**config.mk**
```make
export PLATFORM = sky130hd
export DESIGN_NAME = serial_add_ctrl
export DESIGN_NICKNAME = d
export VERILOG_FILES = /design/src/rtl/serial_add_ctrl.sv
export SDC_FILE = /design/constraint.sdc
export NUM_CORES = 1
export LEC_CHECK = 0
export CORE_UTILIZATION = 52
export CTS_CLUSTER_DIAMETER = 200
export CTS_CLUSTER_SIZE = 10
export DETAILED_ROUTE_END_ITERATION = 16
export GPL_ROUTABILITY_DRIVEN = 0
export PLACE_DENSITY = 0.82
export SKIP_LAST_GASP = 1
export SLEW_MARGIN = 20
export SYNTH_ARGS = -nofsm -noshare
export SYNTH_HDL_FRONTEND = slang
export SYNTH_SLANG_ARGS = --single-unit
```
**constraint.sdc**
```tcl
create_clock -name Clk -period 2.3 [get_ports Clk]
set_input_delay 0.46 -clock Clk [delete_from_list [all_inputs] [get_ports Clk]]
set_output_delay 0.46 -clock Clk [all_outputs]
set_load 0.1 [all_outputs]
```
**src/rtl/serial_add_ctrl.sv**
```systemverilog
// Bit-serial adder: one full adder reused over WIDTH cycles, LSB first, with a registered carry.
// Define SERIAL_ADD_SUB_EN to add a Sub input that turns the operation into A-B.
module serial_add_ctrl #(
  parameter int WIDTH = 8
) (
  input  logic             Clk,
  input  logic             Reset,
  input  logic             Start,
  input  logic [WIDTH-1:0] OperandA,
  input  logic [WIDTH-1:0] OperandB,
  input  logic             CarryIn,
`ifdef SERIAL_ADD_SUB_EN
  input  logic             Sub,
`endif
  output logic             Busy,
  output logic             Done,
  output logic [WIDTH-1:0] Result,
  output logic             CarryOut
);

  localparam int CNT_W = (WIDTH > 1) ? $clog2(WIDTH) : 1;

  typedef enum logic [1:0] {
    IDLE = 2'd0,
    RUN  = 2'd1,
    DONE = 2'd2
  } state_t;

  state_t             state_q, state_d;
  logic [WIDTH-1:0]   a_q, a_d;
  logic [WIDTH-1:0]   b_q, b_d;
  logic [WIDTH-1:0]   res_q, res_d;
  logic               carry_q, carry_d;
  logic [CNT_W-1:0]   cnt_q, cnt_d;
  logic               sub_sel;
  logic               sum_bit;
  logic               carry_bit;

`ifdef SERIAL_ADD_SUB_EN
  assign sub_sel = Sub;
`else
  assign sub_sel = 1'b0;
`endif

  assign sum_bit   = a_q[0] ^ b_q[0] ^ carry_q;
  assign carry_bit = (a_q[0] & b_q[0]) | ((a_q[0] ^ b_q[0]) & carry_q);

  always_ff @(posedge Clk or posedge Reset) begin
    if (Reset) begin
      state_q <= IDLE;
      a_q     <= '0;
      b_q     <= '0;
      res_q   <= '0;
      carry_q <= 1'b0;
      cnt_q   <= '0;
    end else begin
      state_q <= state_d;
      a_q     <= a_d;
      b_q     <= b_d;
      res_q   <= res_d;
      carry_q <= carry_d;
      cnt_q   <= cnt_d;
    end
  end

  always_comb begin
    state_d = state_q;
    a_d     = a_q;
    b_d     = b_q;
    res_d   = res_q;
    carry_d = carry_q;
    cnt_d   = cnt_q;

    case (state_q)
      IDLE, DONE: begin
        state_d = IDLE;
        // Subtraction is A + ~B + 1, so the carry is forced and CarryIn ignored.
        if (Start) begin
          state_d = RUN;
          a_d     = OperandA;
          b_d     = sub_sel ? ~OperandB : OperandB;
          carry_d = sub_sel ? 1'b1 : CarryIn;
          cnt_d   = '0;
        end
      end
      RUN: begin
        a_d     = {1'b0, a_q[WIDTH-1:1]};
        b_d     = {1'b0, b_q[WIDTH-1:1]};
        res_d   = {sum_bit, res_q[WIDTH-1:1]};
        carry_d = carry_bit;
        cnt_d   = cnt_q + CNT_W'(1);
        if (cnt_q == CNT_W'(WIDTH - 1)) begin
          state_d = DONE;
        end
      end
      default: begin
        state_d = IDLE;
      end
    endcase
  end

  assign Busy     = (state_q == RUN);
  assign Done     = (state_q == DONE);
  assign Result   = res_q;
  assign CarryOut = carry_q;

endmodule

```
# Word level (Yosys, flattened, before mapping)
# Cells that the tools add are included.
# word_totals
regBits,30
out_inout_bits,11
word_cells,32
# op_classes
addsub,1
eq_ne,5
mux,11
bitwise,5
n_reduce_logical,4
# op_table
cell,count
$pmux 8 s2,2
$mux 8,2
$pmux 3 s2,1
$pmux 2 s2,1
$add 3x1->3 const B,1
$eq 3x3->1 const B,1
$mux 3,1
$and 1x1->1,2
$eq 2x1->1 const B,1
$eq 2x2->1 const B,1
$logic_not 2->1,1
$mux 1,2
$mux 2,1
$ne 2x1->1 const B,1
$ne 2x2->1 const B,1
$pmux 1 s2,1
$reduce_and 2->1,1
$reduce_bool 2->1,1
$reduce_or 2->1,1
$xor 1x1->1,2
$or 1x1->1,1

# Logic depth before layout (Yosys ltp)
# Gate-level depths: netlist of the first run.
# depth
ltp_word,4
mapped_depth,6

# Worst setup path after synthesis of the first run
# Ideal clock, no wire load.
# synth_timing
kind,reg-to-output
start,register state_q[1]
end,output port Done
t_arrival_ns,1.824
slack_ns,0.016
stages_incl_launch_ff,3
n_path_buf,1
cell_sequence,dfrtp_1 -> buf_4 -> nor2b_1
# synth_between
elab_chain_len,1
# synth_lines
element,line_no,source
from (decl),29,"state_t state_q, state_d;"
from (signal assigned),57,state_q <= state_d;
$eq 2x2->1,103,assign Done = (state_q == DONE);
to (decl),16,"output logic Done,"
# No other way between the ends.

# Worst setup path in the final report of the first run
# layout_timing
start,register state_q[0]
end,output port Busy
# layout_between
elab_chain_len,1
# layout_lines
element,line_no,source
$eq 2x1->1,102,assign Busy = (state_q == RUN);
to (decl),15,"output logic Busy,"
# No other way between the ends.

==> impl_summary.md, run 1 <==
Routing
The routed wirelength normalized by instance count is 13.4 µm. The count of antenna-violating nets left after detailed routing is 0. The number of DRC markers after the initial detailed-route iteration is 17. After detailed routing, the number of remaining DRC violations is 0. The final wirelength is 2.60 mm. Dividing the detail-routed via count by the number of cells gives 5.57.

The overall via count from detail_route is 1,081. The number of iterations in the first detailed-routing pass is 4.

Synthesis
The synthesized netlist devotes 0.645% of its cell area to XOR and XNOR gates. The sequential fraction of the synthesis area is 55.3%. The count of different cell masters after synthesis is 24. The instance count of the mapped netlist is 132. The number of synthesis warnings is 0. In this run, synthesis inferred 0 flip-flops with an integrated enable. The most common flop cell mapped by yosys is sky130_fd_sc_hd__dfrtp_1. After Yosys synthesis, and, or, nand and nor cells account for 19.7% of the synthesized area. The adder and majority gate portion of the synthesized area is 3.32%.

By area the synthesized netlist is led by sky130_fd_sc_hd__dfrtp_1 55%, sky130_fd_sc_hd__nand2_1 6.6%, sky130_fd_sc_hd__o22ai_1 5.1%. The number of nets in the synthesized netlist is 155. By area, the combinational part of the netlist is dominated by simple AND/OR/NAND/NOR gates. The post-synthesis compound-gate area fraction is 12.4%. The post-synthesis sequential element count is 30. By instance count, the leading cell after synthesis is sky130_fd_sc_hd__dfrtp_1.

After synthesis, the most frequently instantiated cells are 30 x sky130_fd_sc_hd__dfrtp_1, 24 x sky130_fd_sc_hd__nand2_1, 13 x sky130_fd_sc_hd__nor2_1. In the synthesized netlist, mux cells make up 3.78% of the area. The library cell occupying the most area in the post-synthesis netlist is sky130_fd_sc_hd__dfrtp_1. Of all flip-flops after synthesis, the portion carrying an async set or reset was 100%. The synthesized area divided by synthesized cell count is 10.3 µm². The synthesized netlist occupies a cell area of 0.00136 mm². The fraction of post-synthesis cell area in the top cell type by area is 55.3%.

Die
The initial standard-cell utilization of the core is 54.8%. The number of primary I/O pins is 31. The total core area is 0.00248 mm².

The initialized floorplan defines 18 standard-cell rows. The height of the die is 53.1 µm. The die covers 0.00282 mm². From left edge to right edge, the die measures 53.1 µm.

Cells and area
The number of fillers in the final layout is 205. The area growth from synthesis to final layout is 26.5%. In the final design database the tool counted 186 nets.

The number of antenna diodes in the final layout is 0. The ratio of cells with drive above 1 in the final layout is 15.9%.

Clock network
The total clock sinks is 30. The count of hold buffers inserted by post-cts repair is 0. The later pin in the worst-skew pair is clocked with a latency of 0.33 ns. The CTS clock-pin slew for the worst setup and hold paths is 0.09 ns. Clock tree synthesis selected as its root buffer the cell sky130_fd_sc_hd__clkbuf_4. Once the clock tree was built, the setup fixing pass inserted 0 buffers. The clock tree from TritonCTS is done. The number of H-tree levels is 2. In this run the deepest clock path goes through 2 buffers.

The number of buffers added by the clock tree synthesis step is 5. After clock tree synthesis, the repair step resized 0 gates.

STA
The setup-violating endpoint count in the final report is 0. The final-report max-slew violation count was 0. The final period utilization is 90.0%. Measured against its own limit, the worst slew margin works out to 63.0%. The clock arrives with 0.0102 ns of skew. The achievable clock frequency is 0.483 GHz.

The slew of the pin with the lowest slew margin is 0.555 ns. Subtracting the final worst setup slack from the clock period gives 2.07 ns. The total count of hold-check failures in the final report is 0. Setup repair after global routing left no endpoint under its margin.

The post-route setup TNS is 0 ns.

Worst setup path
Data arrives at the worst endpoint at 1.61 ns. Along the worst path, the maximum fanout reaches 21. By startpoint and endpoint, the worst setup path is classified as flop to primary output. The worst setup path is launched from a flop. The worst register-to-register path begins at state_q[0]. The launching element of the worst setup path is state_q[0]. Data on the critical path is required at its endpoint by 1.84 ns. The endpoint type of the worst setup path is a primary output.

Global route
Entering global routing, the biggest net connects 31 pins. The aggregate global-route resource usage is 22.3%. The total grt overflow is 0. The number of global-route vias before repair is 984. The first-pass GRT wire length is 4.24 mm. The number of antenna violations at the first check in global routing came to 0.

Hold path
In this run the worst hold path is classified as primary input to async pin.

Run
Across the run, the number of max-cap violations was 0.

Place
The quantity of I/O buffers inserted on ports is 30. Once detailed placement completed, the half-perimeter wirelength came to 1.80 mm.

Outcome
The flow ran to the end, and the final reports show no timing, DRC or antenna violations.
routing by layer:
metal	track usage [%]	up-vias	share of wire [%]
met4	13.2	0	2.5
met1	24.7	515	44
li1	-	519	-
met5	0	-	0
met3	6.03	8	5.6
met2	38.0	39	48
worst max-delay path, cell delays in order (launching register included):
cell,delay [ns]
sky130_fd_sc_hd__dfrtp_1,0.70
sky130_fd_sc_hd__nand2b_4,0.25
sky130_fd_sc_hd__inv_2,0.14
sky130_fd_sc_hd__buf_12,0.18
layout make-up:
type	instances	area [µm²]	area share, %
Clock buffer	7	55.1	3.21
Clock inverter	1	5.00	0.292
Inverter	2	7.51	0.437
Multi-Input combinational cell	91	541	31.5
Sequential cell	30	751	43.7
Tap cell	30	37.5	2.19
Timing Repair Buffer	33	320	18.7
layout by cell type, fill, tap and decap left out, types with 2 or more instances in the layout:
cell type,n
sky130_fd_sc_hd__a211oi_1,4
sky130_fd_sc_hd__a21oi_1,4
sky130_fd_sc_hd__a22o_1,5
sky130_fd_sc_hd__buf_12,2
sky130_fd_sc_hd__buf_4,12
sky130_fd_sc_hd__clkbuf_4,5
sky130_fd_sc_hd__clkdlybuf4s50_1,19
sky130_fd_sc_hd__dfrtp_1,30
sky130_fd_sc_hd__ha_1,2
sky130_fd_sc_hd__mux2i_1,4
sky130_fd_sc_hd__nand2_1,24
sky130_fd_sc_hd__nor2_1,13
sky130_fd_sc_hd__nor2b_1,5
sky130_fd_sc_hd__nor3_1,11
sky130_fd_sc_hd__o22ai_1,11
sequential cells by signal, indices dropped and copies added (netlist names):
| signal | flops |
|---|---|
| state_q | 2 |
| Result | 8 |
| CarryOut | 1 |
| a_q | 8 |
| cnt_q | 3 |
| b_q | 8 |
stage by stage:
step	hold WS (ns)	util [%]	cell area [µm²]	cells	setup slack [ns]
finish	0.493	69.3	1720	194	0.230
global route	0.535	69.3	1720	194	0.140
CTS	0.500	69.3	1720	194	0.237
detailed placement	0.479	66.9	1660	186	0.528
global placement	0.465	66.9	1660	186	0.580
floorplan	0.465	-	1360	132	0.0162
final timing paths:
check / to / slack, ns / cells past startpoint
max: Busy / 0.23 / 3
min: Result[1] / 0.49 / 3
max reg2reg: cnt_q[2] / 0.54 / 5
min reg2reg: Result[0] / 0.49 / 2
max in group asynchronous: b_q[6] / 1.53 / 3
min in group Clk: Result[0] / 0.49 / 2
cells by family (layout without fill, tap and decap cells):
group / count (synthesis) / after routing
AO/OA/AOI/OAI: 25 / 25
adder cells (fa/ha/maj): 3 / 3
buffers and inverters: 11 / 43
flip-flops: 30 / 30
multiplexers: 5 / 5
AND/OR/NAND/NOR: 57 / 57
XOR/XNOR: 1 / 1
Power of run 1 is left out: the tool's default activity adds up to more than one toggle a clock period on the data nets, which glitch-free logic cannot reach.
==> run 2: changes to the inputs <==
--- a/config.mk
+++ b/config.mk
@@ -6,7 +6,7 @@
 export NUM_CORES = 1
 export LEC_CHECK = 0
 export CORE_UTILIZATION = 52
-export CTS_CLUSTER_DIAMETER = 200
+export CTS_CLUSTER_DIAMETER = 150
 export CTS_CLUSTER_SIZE = 10
 export DETAILED_ROUTE_END_ITERATION = 16
 export GPL_ROUTABILITY_DRIVEN = 0
==> results of run 2 <==
The final DEF is identical to that of run 1; final timing and power are the same.
Power of run 2 is left out for the same reason.
==> run 3: changes to the inputs <==
--- a/config.mk
+++ b/config.mk
@@ -5,12 +5,13 @@
 export SDC_FILE = /design/constraint.sdc
 export NUM_CORES = 1
 export LEC_CHECK = 0
-export CORE_UTILIZATION = 52
+export ABC_AREA = 1
+export CORE_UTILIZATION = 54
 export CTS_CLUSTER_DIAMETER = 150
 export CTS_CLUSTER_SIZE = 10
 export DETAILED_ROUTE_END_ITERATION = 16
 export GPL_ROUTABILITY_DRIVEN = 0
-export PLACE_DENSITY = 0.82
+export PLACE_DENSITY = 0.83
 export SKIP_LAST_GASP = 1
 export SLEW_MARGIN = 20
 export SYNTH_ARGS = -nofsm -noshare
==> run 3 against run 2 <==
  * Critical path depth did not move
  * Cell area up 8.8%
  * Synthesized area is 12% higher
  * Die area is 7.4% higher
  * Clock skew shrank 0.0017 ns
  * Hold slack got worse by 0.0045 ns
  * Non-clock buffer count unchanged
  * Final cell count up 31%
  * Via count increased by 16%
  * Critical endpoint is now Done
  * Global-route usage up 2.0 points
==> impl_summary.md, run 3 <==
Synthesis
Sorting the synthesized cells by how often they occur yields 73 x sky130_fd_sc_hd__nand2_1, 34 x sky130_fd_sc_hd__inv_1, 30 x sky130_fd_sc_hd__dfrtp_1, 30 x sky130_fd_sc_hd__nand3_1, 5 x sky130_fd_sc_hd__o21ai_0. The fraction of registers with async set/reset is 100%. After Yosys synthesis, full adders, half adders and majority gates account for 2.97% of the synthesized area. The library cell occupying the most area in the post-synthesis netlist is sky130_fd_sc_hd__dfrtp_1. Yosys attributes the largest share of cell area to sky130_fd_sc_hd__dfrtp_1 49%, sky130_fd_sc_hd__nand2_1 18%, sky130_fd_sc_hd__nand3_1 9.9%. The mux contribution to synthesized area is 0%. The cell area that synthesis handed to floorplanning was 0.00152 mm². The most common flop cell mapped by yosys is sky130_fd_sc_hd__dfrtp_1. Yosys instantiated no cell more often than sky130_fd_sc_hd__nand2_1. The number of nets in the synthesized netlist is 217. For this run, the number of Yosys warnings is 0. The synthesized area divided by synthesized cell count is 7.82 µm². The sequential fraction of the synthesis area is 49.5%. The fraction of post-synthesis cell area in the top cell type by area is 49.5%.

The post-synthesis compound-gate area fraction is 1.98%. The count of different cell masters after synthesis is 18. The synthesized netlist devotes 31.9% of its cell area to simple gates.

Counting every instance in the synthesized netlist gives 194. After synthesis, the largest family of logic cells by area is simple AND/OR/NAND/NOR gates. Summing the areas of all xor and xnor instances in the mapped netlist gives 0% of the synthesized area. Counting flops and latches in the post-synthesis netlist gives 30. In this run, synthesis inferred 0 flip-flops with an integrated enable.

Worst setup path
Setup slack on the worst reg-to-reg path comes out at 0.71 ns. The critical path arrival is 1.41 ns. The count of cells along the worst register-to-register path is 6.

The destination of the worst register-to-register timing path is b_q[1]. The worst setup path is captured at a primary output. Data on the critical path is required at its endpoint by 1.84 ns. The kind of start point of the critical path is a flop. The critical path is of the flop to primary output type. The worst register-to-register path begins at state_q[0]. The highest net fanout along the worst path is 11.

Cells and area
The ratio of cells with drive above 1 in the final layout is 12.4%. The number of nets in the layout is 249. The area growth from synthesis to layout is 23.1%.

The cell area after layout is 0.00187 mm². In the layout the commonest cells are 73 x sky130_fd_sc_hd__nand2_1, 34 x sky130_fd_sc_hd__inv_1, 30 x sky130_fd_sc_hd__dfrtp_1, 30 x sky130_fd_sc_hd__nand3_1, 19 x sky130_fd_sc_hd__clkdlybuf4s50_1. Leaving out fill and tap cells, the most frequent cell in the layout is sky130_fd_sc_hd__nand2_1. The number of antenna diodes in the final layout is 0. The post-layout utilization of the core is 72.8%.

Routing
The number of iterations in the first detailed-routing pass is 4. The routed design has 3.04 mm of wire. The count of unresolved DRC violations after routing is 0. The count of antenna-violating nets left after detailed routing is 0. The detailed router placed 1,252 vias in this run. The routed wirelength normalized by instance count is 11.9 µm. For this block, the initial DRC count from the detailed router was 32. In the routed layout, each cell is associated on average with a via count of 4.91.

STA
The routed design could run at a clock period as short as 1.87 ns. At the pin with the least slew margin, the transition time is 0.366 ns. The final period utilization is 81.2%.

Hold is met by 0.488 ns. Based on the critical path, the design can be clocked at up to 0.535 GHz. Setup repair after global routing left no endpoint under its margin. The final worst clock skew is 0.00844 ns. The post-route setup TNS is 0 ns. Setup violations remaining at the end of the flow were counted as 0.

Measured against its own limit, the worst slew margin works out to 75.6%. The final-report max-slew violation count is 0. The total count of hold-check failures in the final report is 0.

Die
The horizontal die dimension is 55.0 µm. The number of placement rows is 18. The number of primary I/O pins is 31. The core region is 0.00257 mm².

The floorplan step defined a die boundary enclosing 0.00303 mm². The height of the die is 55.0 µm. The initial utilization of the core area, before any placement, comes to 59.1%.

Global route
The number of antenna violations at the first check in global routing came to 0. Entering global routing, the biggest net connects 31 pins. Summed over all layers, the global routing overflow is 0. The number of global-route vias before repair is 1,170. The first global-routing pass estimated 5.02 mm of wire. The aggregate global-route resource usage is 24.3%.

Hold path
The worst hold path startpoint is Result[0]. The path class of the tightest hold or removal check is flop to flop. The worst hold endpoint is Result[0].

The depth of the worst hold-timing path is 2.

Place
The quantity of I/O buffers inserted on ports is 30. The post-detailed-placement cell area is 0.00182 mm². After legalization and detailed placement, the total HPWL measured 2.04 mm.

Clock network
TritonCTS built the clock tree. After clock tree synthesis, the clock-pin slew on the worst setup and hold paths is 0.08 ns. In this run, post-CTS hold repair placed 0 buffers. The total setup buffers inserted after CTS is 0. Clock tree synthesis found a total of 30 sinks.

Gates resized during post-CTS repair numbered 0. The library cell used as clock root buffer is sky130_fd_sc_hd__clkbuf_4. The clock latency of the later-clocked register in the worst-skew pair is 0.32 ns. The number of H-tree levels is 2.

The number of buffers on the longest clock path is 2. The number of buffers added by the clock tree synthesis step is 5.

Outcome
The flow ran to the end, and the final reports show no timing, DRC or antenna violations.

Run
The max-cap violation count is 0.
## run 3: changes by cell type in the layout (fill, tap and decap cells not counted), moves of 4 or more
cell	previous run	this run
sky130_fd_sc_hd__nand3_1	0	30
sky130_fd_sc_hd__nor3_1	11	0
sky130_fd_sc_hd__mux2i_1	4	0
sky130_fd_sc_hd__nor2b_1	5	0
sky130_fd_sc_hd__inv_1	1	34
sky130_fd_sc_hd__o22ai_1	11	0
sky130_fd_sc_hd__nand2_1	24	73
sky130_fd_sc_hd__o21ai_0	1	5
sky130_fd_sc_hd__a22o_1	5	0
sky130_fd_sc_hd__a211oi_1	4	0
sky130_fd_sc_hd__nor2_1	13	2
## run 3: cell families (layout without fill, tap and decap cells)
| kind of cell | after synthesis | in the layout |
|---|---|---|
| AO/OA/AOI/OAI | 6 | 6 |
| adder cells (fa/ha/maj) | 3 | 3 |
| buffers and inverters | 45 | 76 |
| flip-flops | 30 | 30 |
| AND/OR/NAND/NOR | 110 | 110 |
## run 3: layout make-up
cell class,count,area (µm²)
fillers,207,699
well taps,30,37.5
clock buffers,6,51.3
multi-input cells,119,562
flip-flops and latches,30,751
repair buffers,33,320
inverters,37,146
## run 3: critical path, stage by stage (launching register included)
cell and delay (ns):
sky130_fd_sc_hd__dfrtp_1 0.49, sky130_fd_sc_hd__buf_4 0.24, sky130_fd_sc_hd__nor2_2 0.16, sky130_fd_sc_hd__buf_12 0.19
## run 3: layer usage
metal | global-route usage (%) | up-vias | wire length, µm
li1 | - | 641 | -
met3 | 7.38 | 8 | 168
met2 | 36.9 | 36 | 1380
met4 | 12.5 | 0 | 61
met5 | 0 | - | 0
met1 | 31.3 | 567 | 1430
## run 3: how the worst max path moves through the flow
| stage | cells past startpoint | endpoint | from |
|---|---|---|---|
| 6_report | 3 | Done | state_q[0] |
| 5_1_grt | 3 | Done | state_q[0] |
| 4_1_cts | 3 | Done | state_q[0] |
| 3_5_place_dp | 6 | CarryOut | state_q[0] |
| 3_3_place_gp | 6 | CarryOut | state_q[0] |
| 2_1_floorplan | 3 | Done | state_q[0] |
## run 3: metrics by stage
stage / instances / setup WS (ns)
6_report: 255 / 0.432
5_1_grt: 255 / 0.375
4_1_cts: 255 / 0.417
3_5_place_dp: 249 / 0.749
3_3_place_gp: 249 / 0.778
2_1_floorplan: 194 / 0.375
Power of run 3 is left out for the same reason.
